===== config.mk =====
export PLATFORM = sky130hd
export DESIGN_NAME = uart_recv
export DESIGN_NICKNAME = d
export VERILOG_FILES = /design/src/rtl/uart_pkg.sv /design/src/rtl/sync_2ff.sv /design/src/rtl/uart_recv.sv
export SDC_FILE = /design/constraint.sdc
export NUM_CORES = 1
export LEC_CHECK = 0
export ABC_CLOCK_PERIOD_IN_PS = 3900
export CAP_MARGIN = 20
export CORE_ASPECT_RATIO = 0.7
export CORE_MARGIN = 2
export CORE_UTILIZATION = 25
export DETAILED_ROUTE_END_ITERATION = 16
export GPL_ROUTABILITY_DRIVEN = 0
export GPL_TIMING_DRIVEN = 0
export PLACE_DENSITY_LB_ADDON = 0.05
export SYNTH_ARGS = -nofsm -noshare
export SYNTH_HDL_FRONTEND = slang
export SYNTH_SLANG_ARGS = --single-unit

===== constraint.sdc =====
create_clock -name clk -period 3.9 [get_ports clk]
set_input_delay 1.17 -clock clk [delete_from_list [all_inputs] [get_ports clk]]
set_output_delay 1.17 -clock clk [all_outputs]
set_load 0.05 [all_outputs]

===== src/rtl/uart_pkg.sv =====
// rtl/uart_pkg.sv - shared UART state encodings and default bit timing
package uart_pkg;

    // 2-bit FSM encodings shared by the receiver and transmitter
    typedef enum logic [1:0] {
        IDLE  = 2'd0,
        START = 2'd1,
        DATA  = 2'd2,
        STOP  = 2'd3
    } uart_state_t;

    // 100 MHz system clock at 9600 baud
    localparam int CLKS_PER_BIT_DEFAULT = 10416;

    // Last baud_cnt value of the half bit spent aligning to mid start bit
    function automatic logic [15:0] half_bit_last(input int clks_per_bit);
        return 16'(clks_per_bit / 2 - 1);
    endfunction

    // Last baud_cnt value of a full bit period
    function automatic logic [15:0] full_bit_last(input int clks_per_bit);
        return 16'(clks_per_bit - 1);
    endfunction

endpackage


===== src/rtl/sync_2ff.sv =====
// rtl/sync_2ff.sv - two-flop synchronizer for an asynchronous 1-bit input
module sync_2ff #(
    parameter logic RESET_VAL = 1'b1
) (
    input  logic clk,
    input  logic rst,
    input  logic i_d,
    output logic o_q
);

    logic r_meta;
    logic r_sync;

    // Two back-to-back flops; both come out of reset at the line idle level
    always_ff @(posedge clk or posedge rst) begin
        if (rst) begin
            r_meta <= RESET_VAL;
            r_sync <= RESET_VAL;
        end else begin
            r_meta <= i_d;
            r_sync <= r_meta;
        end
    end

    assign o_q = r_sync;

endmodule


===== src/rtl/uart_recv.sv =====
// rtl/uart_recv.sv - 8N1 UART receiver with mid-bit sampling and framing check
module uart_recv
    import uart_pkg::*;
#(
    parameter int CLKS_PER_BIT = CLKS_PER_BIT_DEFAULT
) (
    input  logic       clk,
    input  logic       rst,
    input  logic       din,
    output logic [7:0] data,
    output logic       valid,
    output logic       frame_err,
    output logic       busy
);

    localparam logic [15:0] HALF_LAST = half_bit_last(CLKS_PER_BIT);
    localparam logic [15:0] FULL_LAST = full_bit_last(CLKS_PER_BIT);

    // Synchronized line and its previous value for falling-edge detection
    logic        w_din_s;
    logic        r_din_prev;

    uart_state_t r_state;
    uart_state_t w_state_nxt;
    logic [15:0] r_baud_cnt;
    logic [15:0] w_baud_nxt;
    logic [2:0]  r_bit_cnt;
    logic [2:0]  w_bit_nxt;
    logic [7:0]  r_shift;
    logic [7:0]  w_shift_nxt;
    logic [7:0]  r_data;
    logic [7:0]  w_data_nxt;
    logic        r_valid;
    logic        w_valid_nxt;
    logic        r_frame_err;
    logic        w_ferr_nxt;
    logic        w_fall;

    sync_2ff #(
        .RESET_VAL (1'b1)
    ) u_sync (
        .clk (clk),
        .rst (rst),
        .i_d (din),
        .o_q (w_din_s)
    );

    // A start is a 1->0 transition; a line held low never looks like one
    assign w_fall = r_din_prev & ~w_din_s;

    // Remember the synchronized line one cycle back
    always_ff @(posedge clk or posedge rst) begin
        if (rst) begin
            r_din_prev <= 1'b1;
        end else begin
            r_din_prev <= w_din_s;
        end
    end

    // State and datapath registers
    always_ff @(posedge clk or posedge rst) begin
        if (rst) begin
            r_state     <= IDLE;
            r_baud_cnt  <= 16'd0;
            r_bit_cnt   <= 3'd0;
            r_shift     <= 8'h00;
            r_data      <= 8'h00;
            r_valid     <= 1'b0;
            r_frame_err <= 1'b0;
        end else begin
            r_state     <= w_state_nxt;
            r_baud_cnt  <= w_baud_nxt;
            r_bit_cnt   <= w_bit_nxt;
            r_shift     <= w_shift_nxt;
            r_data      <= w_data_nxt;
            r_valid     <= w_valid_nxt;
            r_frame_err <= w_ferr_nxt;
        end
    end

    // Next-state, bit timing, shifting and result pulses
    always_comb begin
        w_state_nxt = r_state;
        w_baud_nxt  = r_baud_cnt + 16'd1;
        w_bit_nxt   = r_bit_cnt;
        w_shift_nxt = r_shift;
        w_data_nxt  = r_data;
        w_valid_nxt = 1'b0;
        w_ferr_nxt  = 1'b0;

        case (r_state)
            IDLE: begin
                w_baud_nxt = 16'd0;
                if (w_fall) begin
                    w_state_nxt = START;
                end
            end

            // Wait half a bit so every later sample lands mid-bit
            START: begin
                if (r_baud_cnt == HALF_LAST) begin
                    w_baud_nxt = 16'd0;
                    w_bit_nxt  = 3'd0;
                    if (!w_din_s) begin
                        w_state_nxt = DATA;
                    end else begin
                        w_state_nxt = IDLE;
                    end
                end
            end

            DATA: begin
                if (r_baud_cnt == FULL_LAST) begin
                    w_baud_nxt             = 16'd0;
                    w_shift_nxt[r_bit_cnt] = w_din_s;
                    if (r_bit_cnt == 3'd7) begin
                        w_bit_nxt   = 3'd0;
                        w_state_nxt = STOP;
                    end else begin
                        w_bit_nxt = r_bit_cnt + 3'd1;
                    end
                end
            end

            // Only a high stop bit commits the byte to the output
            STOP: begin
                if (r_baud_cnt == FULL_LAST) begin
                    w_baud_nxt  = 16'd0;
                    w_state_nxt = IDLE;
                    if (w_din_s) begin
                        w_data_nxt  = r_shift;
                        w_valid_nxt = 1'b1;
                    end else begin
                        w_ferr_nxt = 1'b1;
                    end
                end
            end

            default: begin
                w_state_nxt = IDLE;
                w_baud_nxt  = 16'd0;
            end
        endcase
    end

    assign data      = r_data;
    assign valid     = r_valid;
    assign frame_err = r_frame_err;
    assign busy      = (r_state != IDLE);

endmodule


# Yosys cells after proc, flatten, opt, wreduce, memory -nomap -nowiden
# Cells that the tools add are included.
[op_classes]
n_addsub = 2
n_mul = 0
n_div = 0
order_cmp = 2
eq_ne = 11
shifts = 0
muxes = 23
bitwise_logic = 2
reduce_logical = 9
[ops]
columns = ["operator", "count"]
rows = [
  ["$pmux W16 S3", 1],
  ["$mux W16", 2],
  ["$add A16 B1 Y16 const B", 1],
  ["$eq A16 B13 Y1 const B", 1],
  ["$eq A16 B14 Y1 const B", 1],
  ["$mux W2", 6],
  ["$ne A2 B2 Y1 const B", 5],
  ["$mux W3", 3],
  ["$bwmux W8", 1],
  ["$pmux W2 S4", 1],
  ["$mux W1", 7],
  ["$pmux W3 S2", 1],
  ["$reduce_and A3 Y1", 2],
  ["$reduce_and A5 Y1", 1],
  ["$eq A2 B2 Y1 const B", 2],
  ["$lt A3 B4 Y1 const B", 1],
  ["$reduce_bool A2 Y1", 2],
  ["$add A3 B1 Y3 const B", 1],
  ["$demux W1 S3", 1],
  ["$eq A3 B3 Y1 const B", 1],
  ["$ge A3 B1 Y1 const B", 1],
  ["$eq A2 B1 Y1 const B", 1],
  ["$logic_not A2 Y1", 1],
  ["$reduce_and A2 Y1", 1],
  ["4 further kinds", 4],
]
[word_totals]
reg_bits = 42
latch_bits = 0
ram_bits = 0
mem_bits_ro = 0
in_bits = 3
word_cells = 59
mem_count = 0

# Logic depth before layout (Yosys ltp)
[depth]
word_depth = 5
mapped_depth = 6
ltp_nobuf = 5

# Hierarchy
# Synthesis repeated with hierarchy kept, for this count alone.
[hier_totals]
cells_unflattened = 172
hier_area_um2 = 1994.4
[by_module_without_submodules]
columns = ["module", "n_inst", "cells_each", "area_each_um2"]
rows = [
  ["uart_recv", 1, 169, 1938.1],
  ["sync_2ff", 1, 3, 56.3],
]

# Worst setup path before layout
# No wires, ideal clock.
[synth_timing]
path_kind = "reg-to-output"
from = "register with a tool-made name"
to = "output busy"
arrival_ns = 0.942
setup_slack_ns = 1.788
path_stages_with_launch = 3
cell_sequence = "dfrtp_1 > buf_6 > or2_2"
[synth_rtl]
columns = ["element", "line", "rtl"]
rows = [
  ["end, declared", "uart_recv.sv:13", "output logic busy"],
]

==> flow_results.xml <==
<?xml version="1.0" encoding="UTF-8"?>
<metrics>
  <group name="worst_setup_path">
    <metric name="startpoint_type" unit="">flop</metric>
    <metric name="r2r_end" unit="">r_shift[4]</metric>
    <metric name="highest_delay_cell_along_the_critical_path" unit="">clkdlybuf4s50_1</metric>
    <metric name="worst_reg_to_reg_cells" unit="">6</metric>
    <metric name="worstPathMaxFanout" unit="">10</metric>
    <metric name="reg2reg_from" unit="">r_baud_cnt[0]</metric>
    <metric name="worstPathArrival" unit="ps">1860</metric>
    <metric name="flop2flop_setup_slack" unit="ps">1670</metric>
    <metric name="timing.critical_path.buf_inv" unit="">2</metric>
    <metric name="cp-end-kind" unit="">output port</metric>
    <metric name="crit_path_cell_trace" unit="">buf_6, or2_2, clkdlybuf4s50_1</metric>
    <metric name="cp.required" unit="ps">2730</metric>
    <metric name="worst_path_largest_cell_delay" unit="ps">710</metric>
    <metric name="timing.setup.critical_path_class" unit="">reg -&gt; out</metric>
    <metric name="crit_family" unit="">buffers and inverters</metric>
  </group>
  <group name="clocking">
    <metric name="cts.root.buffer_cell" unit="">clkbuf_16</metric>
    <metric name="numCtsBuffers" unit="">5</metric>
    <metric name="cts_hold_buf" unit="">0</metric>
    <metric name="worst_skew_pair.late_latency" unit="ps">280</metric>
    <metric name="cts.sink_count" unit="">42</metric>
    <metric name="cts_buffer_depth" unit="">2</metric>
    <metric name="clk_slew_on_worst_s_h_paths" unit="ps">60</metric>
    <metric name="htree_levels" unit="">2</metric>
    <metric name="ctsResizeCount" unit="">0</metric>
    <metric name="tritoncts" unit="">yes</metric>
    <metric name="cts_setup_buffers" unit="">0</metric>
  </group>
  <group name="logic_synthesis">
    <metric name="async_reset_ff_share" unit="%">100.0</metric>
    <metric name="ys_ff_latch" unit="">42</metric>
    <metric name="part_of_the_yosys_area_used_for_sequential_elements" unit="%">51.69</metric>
    <metric name="dominantRegCellSynth" unit="">dfrtp_1</metric>
    <metric name="syn-cell-area" unit="µm²">2041</metric>
    <metric name="synthDistinctLibCells" unit="">39</metric>
    <metric name="syn-instance-count" unit="">178</metric>
    <metric name="synth_fp_nets" unit="">184</metric>
    <metric name="synth_enable_flop_cells" unit="">0</metric>
    <metric name="yosys_warnings" unit="">0</metric>
    <metric name="post_synth.cell_area_avg" unit="µm²">11.46</metric>
  </group>
  <group name="timing">
    <metric name="setup_tns" unit="ps">0</metric>
    <metric name="worst_slew_pin_slew" unit="ps">511.2</metric>
    <metric name="final-max-slew-violation-count" unit="">0</metric>
    <metric name="rsz0062_at_grt" unit="">no</metric>
    <metric name="layout_min_cycle_time" unit="ps">3031</metric>
    <metric name="relSlewSlack" unit="%">65.92</metric>
    <metric name="fin_crit_share" unit="%">77.71</metric>
    <metric name="timing.final.hold_violations" unit="">0</metric>
    <metric name="worst_clock_skew" unit="ps">3.240</metric>
    <metric name="fin_worst_hold_slack" unit="ps">354.3</metric>
    <metric name="max_freq" unit="MHz">329.9</metric>
    <metric name="finalSetupViolCount" unit="">0</metric>
  </group>
  <group name="final_layout">
    <metric name="final-instance-count-excl-fill" unit="">301</metric>
    <metric name="syn2layout_area_growth" unit="%">20.78</metric>
    <metric name="insertedDiodeCount" unit="">0</metric>
    <metric name="nets" unit="">205</metric>
    <metric name="post_route_cells_drive_above_1_share" unit="%">22.00</metric>
    <metric name="mostFrequentLayoutCell" unit="">dfrtp_1</metric>
    <metric name="stdcell_area" unit="µm²">2465</metric>
    <metric name="most_frequent_cells_in_the_layout" unit="">dfrtp_1 (39), nor2_1 (18), mux2_2 (14), clkdlybuf4s50_1 (13), nand2_1 (11)</metric>
  </group>
  <group name="grt">
    <metric name="grt_residual_overflow" unit="">0</metric>
    <metric name="number_of_antenna_violations_at_the_first_check_in_global_routing" unit="">0</metric>
    <metric name="grt_start_max_net_pins" unit="">24</metric>
    <metric name="first_pass_grt_wire_length" unit="mm">7.631</metric>
    <metric name="number_of_global_route_vias_before_repair" unit="">1399</metric>
    <metric name="track_usage" unit="%">11.06</metric>
  </group>
  <group name="floorplanning">
    <metric name="floorplan.rows" unit="">27</metric>
    <metric name="fp.dieArea" unit="µm²">8913</metric>
    <metric name="horizontal_die_dimension" unit="µm">112.0</metric>
    <metric name="initial_utilization" unit="%">25.82</metric>
    <metric name="die_height" unit="µm">79.59</metric>
    <metric name="io_pins" unit="">14</metric>
    <metric name="core_area" unit="µm²">7905</metric>
  </group>
  <group name="power">
    <metric name="power" unit="µW">900.1</metric>
    <metric name="powerDensity" unit="nW/µm²">365.2</metric>
    <metric name="static-leakage-power" unit="nW">1.060</metric>
    <metric name="ir_drop" unit="V">0.0001578</metric>
  </group>
  <group name="routing">
    <metric name="route.detailed.drc" unit="">0</metric>
    <metric name="ant_nets" unit="">0</metric>
    <metric name="avgViaCountPerCell" unit="">4.654</metric>
    <metric name="via_count" unit="">1401</metric>
    <metric name="finalWirelength" unit="mm">4.535</metric>
    <metric name="wire_per_inst" unit="µm">15.07</metric>
    <metric name="number_of_drc_markers_after_the_initial_detailed_route_iteration" unit="">60</metric>
    <metric name="dr.pass1.iters" unit="">4</metric>
  </group>
  <group name="hold_path">
    <metric name="worstHoldStart" unit="">u_sync.r_meta</metric>
    <metric name="holdPathStages" unit="">0</metric>
    <metric name="min_to" unit="">u_sync.o_q</metric>
    <metric name="class_of_the_tightest_hold_or_removal_check" unit="">reg -&gt; reg</metric>
  </group>
  <group name="placed_design">
    <metric name="dp_hpwl" unit="mm">3.316</metric>
    <metric name="place.detailed.instances" unit="">293</metric>
    <metric name="postPlaceCellArea" unit="µm²">2317</metric>
    <metric name="place.port_buffers" unit="">13</metric>
  </group>
  <group name="run">
    <metric name="maxcap_violations" unit="">0</metric>
  </group>
  <group name="status">
    <metric name="result_of_the_run" unit="">completed</metric>
  </group>
</metrics>
[cell families after synthesis]
family,count (synthesis),synth area share [%]
adder cells (fa/ha/maj),3,1.840
multiplexers,20,11.04
XOR/XNOR,11,4.721
flip-flops,42,51.69
AO/OA/AOI/OAI,10,3.004
buffers and inverters,11,3.249
AND/OR/NAND/NOR,81,24.46
[how the worst max path moves through the flow]
stage / start / endpoint / slack (ps) / cells past startpoint
after global placement: rst / r_baud_cnt[0] / 810 / 2
after floorplan: rst / asynchronous set/reset pin / 1760 / 1
after CTS: flop / busy / 860 / 3
after detailed placement: flop / busy / 1170 / 3
final: flop / busy / 870 / 3
after global routing: flop / busy / 800 / 3
[registers in the layout (all words and copies together) (netlist names), named ones only]
| name | cells |
|---|---|
| r_baud_cnt | 16 |
| data | 8 |
| r_shift | 8 |
| r_bit_cnt | 3 |
| frame_err | 1 |
| r_din_prev | 1 |
| r_state | 1 |
| u_sync.o_q | 1 |
| u_sync.r_meta | 1 |
| valid | 1 |
[Yosys cell counts (2+ instances only)]
master	number	area share (%)
dfrtp_1	39	48
nor2_1	18	3.3
mux2_2	14	7.7
nand2_1	11	2.0
nor3_1	7	1.7
mux2_1	6	3.3
nor4_1	6	1.8
xor2_1	6	2.6
inv_1	5	0.92
nand4_1	5	1.5
or3_1	5	1.5
xnor2_1	5	2.1
nand3_1	4	0.98
o21ai_0	4	0.98
a21oi_1	3	0.74
buf_6	3	1.7
dfstp_2	3	3.9
ha_1	3	1.8
nand2b_1	3	0.92
nor4b_1	3	1.3
and3_1	2	0.61
and4_2	2	0.98
and4b_1	2	0.98
and4bb_2	2	1.2
buf_2	2	0.49
nand4_2	2	1.2
[worst reg2reg max path: cells and delay by family, from the launching register on]
kind                       cells  cell delay, ps
DFF                            1             380
adders and majority gates      1             300
and+or+nand+nor                3             840
muxes                          1             360
buffers and inverters          1             230
[power by group]
| group | switching [mW] | internal (mW) | total [mW] |
|---|---|---|---|
| Sequential | 0.00412 | 0.441 | 0.445 |
| Combinational | 0.0278 | 0.0114 | 0.0392 |
| Clock | 0.162 | 0.254 | 0.416 |
| Total | 0.194 | 0.706 | 0.900 |
[cell type report]
| type | count | area (µm²) |
|---|---|---|
| fillers | 828 | 5440 |
| flip-flops and latches | 42 | 1055 |
| multi-input cells | 125 | 919.6 |
| repair buffers | 14 | 150.1 |
| clock buffers | 7 | 142.6 |
| well taps | 101 | 126.4 |
| plain buffers | 6 | 47.55 |
| inverters | 5 | 18.77 |
| clock inverters | 1 | 5.005 |
[per-stage QoR]
step | setup WS [ps] | utilization, %
3_3_place_gp | 810.6 | 29.06
6_report | 869.2 | 31.18
4_1_cts | 856.1 | 31.18
2_1_floorplan | 1761 | -
3_5_place_dp | 1171 | 29.31
5_1_grt | 804.3 | 31.18
[per-layer routing]
layer	share of wire (%)	track usage, %
met4	1.1	3.659
met5	0	0
met3	3.4	2.961
met1	57	17.13
met2	38	14.55
(Power assumes the default switching activity.)
==> patch, RTL diff (same settings) <==
Reset style: synchronous (`rst`), changed in 3 clocked blocks. Comments in the files are not updated.
--- a/src/rtl/sync_2ff.sv
+++ b/src/rtl/sync_2ff.sv
@@ -12,7 +12,7 @@
     logic r_sync;
 
     // Two back-to-back flops; both come out of reset at the line idle level
-    always_ff @(posedge clk or posedge rst) begin
+    always_ff @(posedge clk) begin
         if (rst) begin
             r_meta <= RESET_VAL;
             r_sync <= RESET_VAL;
--- a/src/rtl/uart_recv.sv
+++ b/src/rtl/uart_recv.sv
@@ -49,7 +49,7 @@
     assign w_fall = r_din_prev & ~w_din_s;
 
     // Remember the synchronized line one cycle back
-    always_ff @(posedge clk or posedge rst) begin
+    always_ff @(posedge clk) begin
         if (rst) begin
             r_din_prev <= 1'b1;
         end else begin
@@ -58,7 +58,7 @@
     end
 
     // State and datapath registers
-    always_ff @(posedge clk or posedge rst) begin
+    always_ff @(posedge clk) begin
         if (rst) begin
             r_state     <= IDLE;
             r_baud_cnt  <= 16'd0;
Check against the original RTL: differs if rst is asserted again (counterexample within 4 cycles, from zero or initial values and one cycle with rst high); with rst held inactive, the same outputs for 10 cycles.
==> patch against the original RTL <==
Sequential share of layout area fell by 6.8 points. Design area fell by 5.2%. Total power fell by 8.6%. Synthesized area fell by 3.6%. Non-clock buffer count rose by 7. Wire length rose by 11%. Worst hold slack improved by 0.067 ns. Sequential cell count did not move. Synthesized cell count rose by 22%. Setup slack got worse by 0.036 ns. Critical path type unchanged. Largest power group unchanged.
==> patch: results (changes against the original RTL) <==
WHS=0.421 ns (+0.0671 ns); CP Max Fanout=9 (-1); FF/Latch Area=841 um^2 (-20%); largest net degree at the start of global routing=13 (-46%); post-route cell area=2340 um^2 (-5.2%); FILL cells=831 (+0.36%); post-synthesis mux area share=0.0407 (-0.0696); status=complete, no violations; Clock power frac=0.433 (-0.029); drt first-iter violations=96 (+60%); XOR/XNOR Fraction of Synth Area=0.0579 (+0.0107); multi-input gate share of total cell area=0.448 (+0.0752); sequential area share after synthesis=0.427 (-0.0894); Layout Nets=244 (+19%); average wire per standard cell=14.8 um (-1.8%); Worst Hold Path EP=u_sync.o_q$_SDFF_PP1_; commonest cells in the netlist=42 x dfxtp_1, 25 x nand3_1, 23 x nor3_1; final setup margin=0.833 ns (-0.0361 ns); ratio of cells with drive above 1 in the final layout=0.0924 (-0.128); worst vdd rail ir drop=0.168 mV (+6.7%); CTS root buf=clkbuf_8; Syn Nets=224 (+22%); net switching power=175 uW (-9.7%); clock transition at the registers of the reported paths=0.08 ns (+0.02 ns); Total Power=823 uW (-8.6%); Hold Startpoint=u_sync.r_meta$_SDFF_PP1_; LEAKAGE=0.741 nW (-30%); placed instance area=2220 um^2 (-4.0%); largest stage delay on the critical path=0.80 ns (+0.09 ns); vias in the first global route=1,472 (+5.2%); Adder-Cell Fraction of Synth Area=0.0191 (+0.000690); combinational logic power=33.6 uW (-14%); FFs w/ async S/R, synth=0 (-1.00); comb_multi_in=157 (+26%); Synth area leaders=dfxtp_1 43%, nand3_1 6.4%, nor3_1 5.9%, xnor2_1 4.9%, mux2i_1 4.1%
## patch: cell count changes after synthesis, moves of 8 or more
| cell | change |
|---|---|
| a21oi_1 | +9 |
| clkbuf_1 | +8 |
| dfrtp_1 | -39 |
| dfxtp_1 | +42 |
| mux2_2 | -14 |
| mux2i_1 | +8 |
| nand2b_1 | +8 |
| nand3_1 | +21 |
| nor2_1 | -16 |
| nor3_1 | +16 |
| o21ai_0 | +8 |
## patch: routing by layer
metal,track usage,part of all wire,vias up
li1,-,-,825
met1,0.220,0.60,763
met2,0.157,0.37,19
met3,0.0307,0.024,2
met4,0.0380,0.0068,0
met5,0,0,-
## patch: worst reg2reg max path, delay by kind of cell (launching register included)
kind / cells / cell delay [ns]
AOI/OAI and AO/OA: 1 / 0.46
adders and majority gates: 1 / 0.27
buffers and inverters: 1 / 0.32
DFF: 1 / 0.39
and+or+nand+nor: 3 / 0.67
